==> config.mk <==
export PLATFORM = sky130hd
export DESIGN_NAME = l2_dc_responder
export DESIGN_NICKNAME = d
export VERILOG_FILES = /design/src/rtl/dc_l2_pkg.sv /design/src/rtl/l2_victim_buf.sv /design/src/rtl/l2_dc_responder.sv
export SDC_FILE = /design/constraint.sdc
export NUM_CORES = 1
export LEC_CHECK = 0
export CORE_MARGIN = 5
export CORE_UTILIZATION = 54
export DETAILED_ROUTE_END_ITERATION = 10
export GPL_TIMING_DRIVEN = 0
export PLACE_DENSITY = 0.86
export SYNTH_ARGS = -nofsm -noshare
export SYNTH_HDL_FRONTEND = slang
export SYNTH_SLANG_ARGS = --single-unit
==> constraint.sdc <==
create_clock -name clk -period 62.8 [get_ports clk]
set_input_delay 12.56 -clock clk [delete_from_list [all_inputs] [get_ports clk]]
set_output_delay 12.56 -clock clk [all_outputs]
set_load 0.05 [all_outputs]
==> src/rtl/dc_l2_pkg.sv <==
// Shared definitions for the L1 dcache / L2 responder interface.
package dc_l2_pkg;

  localparam int DC_ADDR_W = 28;
  localparam int DC_LINE_W = 128;

  // Encoding of l2_cache_rw_dc
  localparam logic DC_RW_READ = 1'b0;
  localparam logic DC_RW_WB   = 1'b1;

  // Main request FSM
  typedef enum logic [2:0] {
    ST_IDLE    = 3'd0,
    ST_WB_WAIT = 3'd1,
    ST_WB_ACK  = 3'd2,
    ST_RD_MEM  = 3'd3,
    ST_FILL    = 3'd4,
    ST_DONE    = 3'd5
  } dc_state_e;

endpackage

==> src/rtl/l2_victim_buf.sv <==
// One-entry victim buffer holding a dirty line until it has been written
// to backing memory. Exposes its next-state values so the parent can keep
// the backing-port outputs registered.
module l2_victim_buf
  import dc_l2_pkg::*;
#(
  parameter int ADDR_W = DC_ADDR_W,
  parameter int LINE_W = DC_LINE_W
) (
  input  logic              clk,
  input  logic              rst,
  input  logic              load,
  input  logic [ADDR_W-1:0] load_addr,
  input  logic [LINE_W-1:0] load_data,
  input  logic [ADDR_W-1:0] lookup_addr,
  input  logic              mem_ack,
  input  logic              port_req,
  input  logic              port_we,
  output logic              vb_valid,
  output logic [LINE_W-1:0] vb_data,
  output logic              addr_match,
  output logic              drain_ack,
  output logic              drain_req_d,
  output logic [ADDR_W-1:0] drain_addr_d,
  output logic [LINE_W-1:0] drain_data_d
);

  logic              vb_valid_q, vb_valid_d;
  logic [ADDR_W-1:0] vb_addr_q, vb_addr_d;
  logic [LINE_W-1:0] vb_data_q, vb_data_d;

  // An ack only counts when our own write is the outstanding backing request
  assign drain_ack  = vb_valid_q & port_req & port_we & mem_ack;
  assign addr_match = vb_valid_q & (vb_addr_q == lookup_addr);
  assign vb_valid   = vb_valid_q;
  assign vb_data    = vb_data_q;

  assign drain_req_d  = vb_valid_d;
  assign drain_addr_d = vb_addr_d;
  assign drain_data_d = vb_data_d;

  // Next entry contents: a new load takes priority over the drain clear
  always_comb begin
    vb_valid_d = vb_valid_q;
    vb_addr_d  = vb_addr_q;
    vb_data_d  = vb_data_q;
    if (load) begin
      vb_valid_d = 1'b1;
      vb_addr_d  = load_addr;
      vb_data_d  = load_data;
    end else if (drain_ack) begin
      vb_valid_d = 1'b0;
    end else begin
      vb_valid_d = vb_valid_q;
    end
  end

  // Entry registers; reset discards any buffered dirty line
  always_ff @(posedge clk or posedge rst) begin
    if (rst) begin
      vb_valid_q <= 1'b0;
      vb_addr_q  <= '0;
      vb_data_q  <= '0;
    end else begin
      vb_valid_q <= vb_valid_d;
      vb_addr_q  <= vb_addr_d;
      vb_data_q  <= vb_data_d;
    end
  end

endmodule

==> src/rtl/l2_dc_responder.sv <==
// L2-side responder for dcache line fills and dirty-line write-backs.
// Write-backs land in a one-entry victim buffer and are acknowledged at
// once; the buffer drains to backing memory in the background. All
// outputs are registered from next-state values.
module l2_dc_responder
  import dc_l2_pkg::*;
#(
  parameter int ADDR_W = DC_ADDR_W,
  parameter int LINE_W = DC_LINE_W,
  parameter bit FWD_EN = 1'b1
) (
  input  logic              clk,
  input  logic              rst,
  input  logic              drq,
  input  logic [ADDR_W-1:0] l2_addr_dc,
  input  logic              l2_cache_rw_dc,
  input  logic [LINE_W-1:0] rd_to_l2,
  input  logic              w_complete_dc,
  output logic              l2_rdy,
  output logic              dc_en,
  output logic              l2_complete_w,
  output logic [LINE_W-1:0] data_wd_l2,
  output logic              data_wd_l2_en,
  output logic              mem_wr_dc_en,
  output logic              mem_req,
  output logic              mem_we,
  output logic [ADDR_W-1:0] mem_addr,
  output logic [LINE_W-1:0] mem_wdata,
  input  logic [LINE_W-1:0] mem_rdata,
  input  logic              mem_ack
);

  dc_state_e         state_q, state_d;
  logic [ADDR_W-1:0] addr_q, addr_d;
  logic [LINE_W-1:0] wdata_q, wdata_d;
  logic [LINE_W-1:0] data_wd_l2_q, data_wd_l2_d;
  logic              l2_rdy_q, l2_rdy_d;
  logic              dc_en_q, dc_en_d;
  logic              l2_complete_w_q, l2_complete_w_d;
  logic              fill_en_q, fill_en_d;
  logic              mem_req_q, mem_req_d;
  logic              mem_we_q, mem_we_d;
  logic [ADDR_W-1:0] mem_addr_q, mem_addr_d;
  logic [LINE_W-1:0] mem_wdata_q, mem_wdata_d;

  logic              vb_load;
  logic [ADDR_W-1:0] vb_load_addr;
  logic [LINE_W-1:0] vb_load_data;
  logic              vb_valid, vb_match, drain_ack, drain_req_d;
  logic [LINE_W-1:0] vb_data;
  logic [ADDR_W-1:0] drain_addr_d;
  logic [LINE_W-1:0] drain_data_d;
  logic              read_ack;

  l2_victim_buf #(.ADDR_W(ADDR_W), .LINE_W(LINE_W)) u_vb (
    .clk          (clk),
    .rst          (rst),
    .load         (vb_load),
    .load_addr    (vb_load_addr),
    .load_data    (vb_load_data),
    .lookup_addr  (l2_addr_dc),
    .mem_ack      (mem_ack),
    .port_req     (mem_req_q),
    .port_we      (mem_we_q),
    .vb_valid     (vb_valid),
    .vb_data      (vb_data),
    .addr_match   (vb_match),
    .drain_ack    (drain_ack),
    .drain_req_d  (drain_req_d),
    .drain_addr_d (drain_addr_d),
    .drain_data_d (drain_data_d)
  );

  // Stray acks (no read outstanding) are ignored
  assign read_ack = mem_ack & mem_req_q & ~mem_we_q;

  // Main FSM next state, request capture, victim-buffer loads and fill data
  always_comb begin
    state_d      = state_q;
    addr_d       = addr_q;
    wdata_d      = wdata_q;
    data_wd_l2_d = data_wd_l2_q;
    vb_load      = 1'b0;
    vb_load_addr = addr_q;
    vb_load_data = wdata_q;
    case (state_q)
      ST_IDLE: begin
        if (drq && l2_rdy_q) begin
          addr_d  = l2_addr_dc;
          wdata_d = rd_to_l2;
          case (l2_cache_rw_dc)
            DC_RW_WB: begin
              if (!vb_valid) begin
                vb_load      = 1'b1;
                vb_load_addr = l2_addr_dc;
                vb_load_data = rd_to_l2;
                state_d      = ST_WB_ACK;
              end else begin
                state_d = ST_WB_WAIT;
              end
            end
            DC_RW_READ: begin
              if (FWD_EN && vb_match) begin
                data_wd_l2_d = vb_data;
                state_d      = ST_FILL;
              end else begin
                state_d = ST_RD_MEM;
              end
            end
            default: state_d = ST_IDLE;
          endcase
        end else begin
          state_d = ST_IDLE;
        end
      end
      ST_WB_WAIT: begin
        // Reload in the same edge the drain frees the entry
        if (!vb_valid || drain_ack) begin
          vb_load = 1'b1;
          state_d = ST_WB_ACK;
        end else begin
          state_d = ST_WB_WAIT;
        end
      end
      ST_WB_ACK: state_d = ST_DONE;
      ST_RD_MEM: begin
        if (read_ack) begin
          data_wd_l2_d = mem_rdata;
          state_d      = ST_FILL;
        end else begin
          state_d = ST_RD_MEM;
        end
      end
      ST_FILL: begin
        if (w_complete_dc) begin
          data_wd_l2_d = '0;
          state_d      = ST_DONE;
        end else begin
          state_d = ST_FILL;
        end
      end
      ST_DONE: state_d = ST_IDLE;
      default: state_d = ST_IDLE;
    endcase
  end

  // Output next values; the drain owns the backing port whenever the buffer
  // holds a line, so a read only issues once the buffer is empty
  always_comb begin
    l2_rdy_d        = (state_d == ST_IDLE);
    dc_en_d         = (state_d == ST_WB_WAIT) || (state_d == ST_WB_ACK) ||
                      (state_d == ST_RD_MEM)  || (state_d == ST_FILL);
    l2_complete_w_d = (state_d == ST_WB_ACK);
    fill_en_d       = (state_d == ST_FILL);
    mem_req_d       = 1'b0;
    mem_we_d        = 1'b0;
    mem_addr_d      = '0;
    mem_wdata_d     = '0;
    if (drain_req_d) begin
      mem_req_d   = 1'b1;
      mem_we_d    = 1'b1;
      mem_addr_d  = drain_addr_d;
      mem_wdata_d = drain_data_d;
    end else if (state_d == ST_RD_MEM) begin
      mem_req_d  = 1'b1;
      mem_addr_d = addr_d;
    end else begin
      mem_req_d = 1'b0;
    end
  end

  // State and output registers with asynchronous abort
  always_ff @(posedge clk or posedge rst) begin
    if (rst) begin
      state_q         <= ST_IDLE;
      addr_q          <= '0;
      wdata_q         <= '0;
      data_wd_l2_q    <= '0;
      l2_rdy_q        <= 1'b0;
      dc_en_q         <= 1'b0;
      l2_complete_w_q <= 1'b0;
      fill_en_q       <= 1'b0;
      mem_req_q       <= 1'b0;
      mem_we_q        <= 1'b0;
      mem_addr_q      <= '0;
      mem_wdata_q     <= '0;
    end else begin
      state_q         <= state_d;
      addr_q          <= addr_d;
      wdata_q         <= wdata_d;
      data_wd_l2_q    <= data_wd_l2_d;
      l2_rdy_q        <= l2_rdy_d;
      dc_en_q         <= dc_en_d;
      l2_complete_w_q <= l2_complete_w_d;
      fill_en_q       <= fill_en_d;
      mem_req_q       <= mem_req_d;
      mem_we_q        <= mem_we_d;
      mem_addr_q      <= mem_addr_d;
      mem_wdata_q     <= mem_wdata_d;
    end
  end

  assign l2_rdy        = l2_rdy_q;
  assign dc_en         = dc_en_q;
  assign l2_complete_w = l2_complete_w_q;
  assign data_wd_l2    = data_wd_l2_q;
  assign data_wd_l2_en = fill_en_q;
  assign mem_wr_dc_en  = fill_en_q;
  assign mem_req       = mem_req_q;
  assign mem_we        = mem_we_q;
  assign mem_addr      = mem_addr_q;
  assign mem_wdata     = mem_wdata_q;

endmodule
==> flow_metrics.env <==
export IMPL_vdd_drop_max_mv=0.0414
export IMPL_initial_core_util_pct=54.6
export IMPL_seq_area_frac_synth_pct=61.3
export IMPL_yosysWarnings=0
export IMPL_slew_viol_final=0
export IMPL_port_buffers=580
export IMPL_cts_resized_gates=0
export IMPL_core_area_um2=45300
export IMPL_fmax_mhz=66.8
export IMPL_synth_simple_area_share_pct=14.2
export IMPL_syn_nets=2505
export IMPL_globalplace_congestion=0.926
export IMPL_end_kind="flip-flop"
export IMPL_grt_pass1_wl_um=125000
export IMPL_first_pass_iters=6
export IMPL_r2r_end="data_wd_l2[37]"
export IMPL_worstSkewPairLatency_ns=0.63
export IMPL_drive_gt1_share_pct=9.80
export IMPL_synth_cells=2215
export IMPL_grt_max_degree=134
export IMPL_netlist_area_um2=24700
export IMPL_path_max_fanout=10
export IMPL_post_cts_buffers=0
export IMPL_worstPathRequired_ns=63.29
export IMPL_status="finished clean"
export IMPL_slowest_delay_ns=0.55
export IMPL_reg2reg_slack_ns=59.70
export IMPL_cts_buffer_depth=3
export IMPL_fin_util_pct=73.8
export IMPL_dpl_hpwl_um=60200
export IMPL_cap_violations=0
export IMPL_cp_arrival_ns=15.47
export IMPL_clk_pin_slew_worst_paths_ns=0.06
export IMPL_synth_edff_count=0
export IMPL_cellPowerDensity_nw_per_um2=56.6
export IMPL_hold_path_class="reg2reg"
export IMPL_grt_ovfl_total=0
export IMPL_clock_sinks=605
export IMPL_tns_ns=0
export IMPL_grtUsageTotal_pct=32.3
export IMPL_ctsHoldBuffers=0
export IMPL_synth_main_ff_cell="dfrtp_1"
export IMPL_skew_ns=0.0196
export IMPL_rr_worst_depth=6
export IMPL_synth_compound_area_share_pct=9.75
export IMPL_muxShareOfSynthArea_pct=10.5
export IMPL_rsz0062_at_grt="no"
export IMPL_crit_slowest_cell="clkdlybuf4s50_1"
export IMPL_die_h_um=224
export IMPL_ys_seq_elements=605
export IMPL_drt_total_wl_um=83200
export IMPL_yosysUniqueCellTypes=44
export IMPL_drc=0
export IMPL_grt_antenna_before_repair=22
export IMPL_fin_crit_sh_pct=23.8
export IMPL_syn_avg_cell_area_um2=11.2
export IMPL_min_path_cells=2
export IMPL_path_class="in2reg"
export IMPL_synthAdderAreaFrac_pct=0
export IMPL_setup_viol=0
export IMPL_cp_cell_sequence="clkdlybuf4s50_1 > inv_1 > a222oi_1 > nand4_1 > nor4_1 > a21o_1 > buf_4 > buf_6 > mux2_2"
export IMPL_ctsHtreeMaxLevel=2
export IMPL_finalHoldViolCount=0
export IMPL_detail_route_antenna_nets=0
export IMPL_ios=581
export IMPL_final_nets=3150
export IMPL_drtIter0Drc=1999
export IMPL_num_rows=78
export IMPL_cts_buffers=58
export IMPL_area_growth_pct=35.2
export IMPL_vias=20083
export IMPL_max_slew_margin_pct=16.1
export IMPL_synth_top_family_by_area="simple AND/OR/NAND/NOR gates"
export IMPL_fp_dieArea_um2=50100
export IMPL_cp_startpoint="l2_addr_dc[5]"
export IMPL_power_leakage_uw=0.0157
export IMPL_vias_per_cell=5.71
export IMPL_crit_end="data_wd_l2[30]"
export IMPL_synth_xor_area_share_pct=0.921
export IMPL_period_needed_ns=14.98
export IMPL_root_buffer="clkbuf_16"
export IMPL_grt_pass1_vias=20616
export IMPL_synth_async_reset_ratio_pct=100
export IMPL_reg2reg_from="state_q[2]"
export IMPL_die_w_um=224
export IMPL_worstSetupStartpointType="input pin"
export IMPL_tightest_slew_ns=1.26
export IMPL_wl_per_cell_um=23.6
export IMPL_cts_tree="built"
[state kept, by name, summed over array words and instances (netlist names)]
signal / flops
mem_addr: 28
wdata_q: 128
state_q: 3
u_vb.vb_data: 128
dc_en: 1
l2_rdy: 1
u_vb.vb_addr_q: 28
data_wd_l2_en: 1
mem_we: 1
data_wd_l2: 128
mem_wdata: 128
l2_complete_w: 1
mem_req: 1
addr_q: 28
[final cells by class]
| cell class | count | area (um^2) |
|---|---|---|
| diodes | 12 | 30.0 |
| inverters | 28 | 113 |
| multi-input cells | 1433 | 8730 |
| well taps | 600 | 751 |
| fillers | 2961 | 11900 |
| repair buffers | 585 | 5940 |
| clock inverters | 14 | 174 |
| flip-flops and latches | 605 | 15100 |
| plain buffers | 149 | 733 |
| clock buffers | 93 | 1790 |
[routing by layer]
| layer | vias to the layer above | track usage (%) | wire length [um] | part of all wire (%) |
|---|---|---|---|---|
| li1 | 8737 | - | - | - |
| met1 | 10094 | 39.8 | 30800 | 37 |
| met2 | 1005 | 55.2 | 41600 | 50 |
| met3 | 229 | 7.56 | 6950 | 8.3 |
| met4 | 18 | 13.6 | 3740 | 4.5 |
| met5 | - | 0 | 106 | 0.13 |
[critical path, delay by kind of cell]
kind / cells / cell delay (ns)
AOI/OAI and AO/OA: 2 / 0.71
buffers and inverters: 4 / 1.24
muxes: 1 / 0.36
and+or+nand+nor: 2 / 0.57
[Yosys cell counts, types with 2 or more instances]
cell,instances,area [um^2]
xnor2_1,6,52.6
nand3_1,3,15.0
nand2_1,636,2390
and2_1,129,807
a21oi_1,5,25.0
buf_4,16,120
a31oi_1,2,12.5
inv_1,28,105
o21ai_0,119,596
a22oi_1,51,383
nor3_1,11,55.1
dfrtp_1,605,15100
mux2_2,128,1440
nand4_1,2,12.5
buf_2,25,125
a21o_1,10,75.1
buf_1,2,7.51
a22o_1,136,1190
clkbuf_1,95,357
buf_6,11,124
o22ai_1,2,12.5
nor4_1,6,37.5
o21ai_1,2,10.0
mux2i_1,114,1140
nor2_1,33,124
xor2_1,20,175
[layout by cell type (no fill, tap or decap), drive strengths merged, types with 2 or more instances in the layout]
cell	netlist	final
clkinv	0	9
a21oi	5	5
nor2	33	33
a211oi	2	2
inv	28	29
nor3	12	12
nor4	6	6
xor2	20	20
dfrtp	605	605
o21ai	121	121
mux2	128	128
clkdlybuf4s50	0	580
o22ai	2	2
a22o	137	137
nand3	3	3
xnor2	6	6
mux2i	114	114
nand2	636	636
bufinv	0	4
a31oi	2	2
buf	54	59
a21o	10	10
and2	129	129
a22oi	51	51
nand4	2	2
clkbuf	95	188
diode	0	12
[how the worst min path moves through the flow]
stage | startpoint | to | slack (ns)
6_report | wdata_q[9] | wdata_q[9] | 0.48
5_1_grt | wdata_q[24] | wdata_q[24] | 0.49
4_1_cts | wdata_q[22] | wdata_q[22] | 0.48
3_5_place_dp | wdata_q[22] | wdata_q[22] | 0.46
3_3_place_gp | wdata_q[69] | wdata_q[69] | 0.46
2_1_floorplan | wdata_q[0] | wdata_q[0] | 0.45
[through the flow]
| step | worst slack [ns] | cell area (um^2) | hold WS, ns | instances | power (uW) |
|---|---|---|---|---|---|
| after floorplan | 33.30 | 24700 | 0.445 | 2215 | 1200 |
| after global placement | 27.43 | 31300 | 0.457 | 3395 | 1490 |
| after detailed placement | 47.22 | 31400 | 0.462 | 3400 | 1520 |
| after CTS | 47.84 | 33400 | 0.477 | 3507 | 1890 |
| after global routing | 47.64 | 33400 | 0.491 | 3517 | 1980 |
| final | 47.82 | 33400 | 0.476 | 3519 | 1890 |
[cell families (layout without fill, tap and decap cells)]
kind of cell / count (synthesis) / in the layout
XOR/XNOR: 26 / 26
AO/OA/AOI/OAI: 336 / 336
buffers and inverters: 177 / 869
multiplexers: 242 / 242
AND/OR/NAND/NOR: 829 / 829
flip-flops: 605 / 605
other: 0 / 12
[power by group]
part	total, uW	switching (uW)	internal, uW
Clock	359	149	211
Combinational	883	567	317
Sequential	649	96.5	553
No activity file was read; power rests on OpenSTA's default activity.
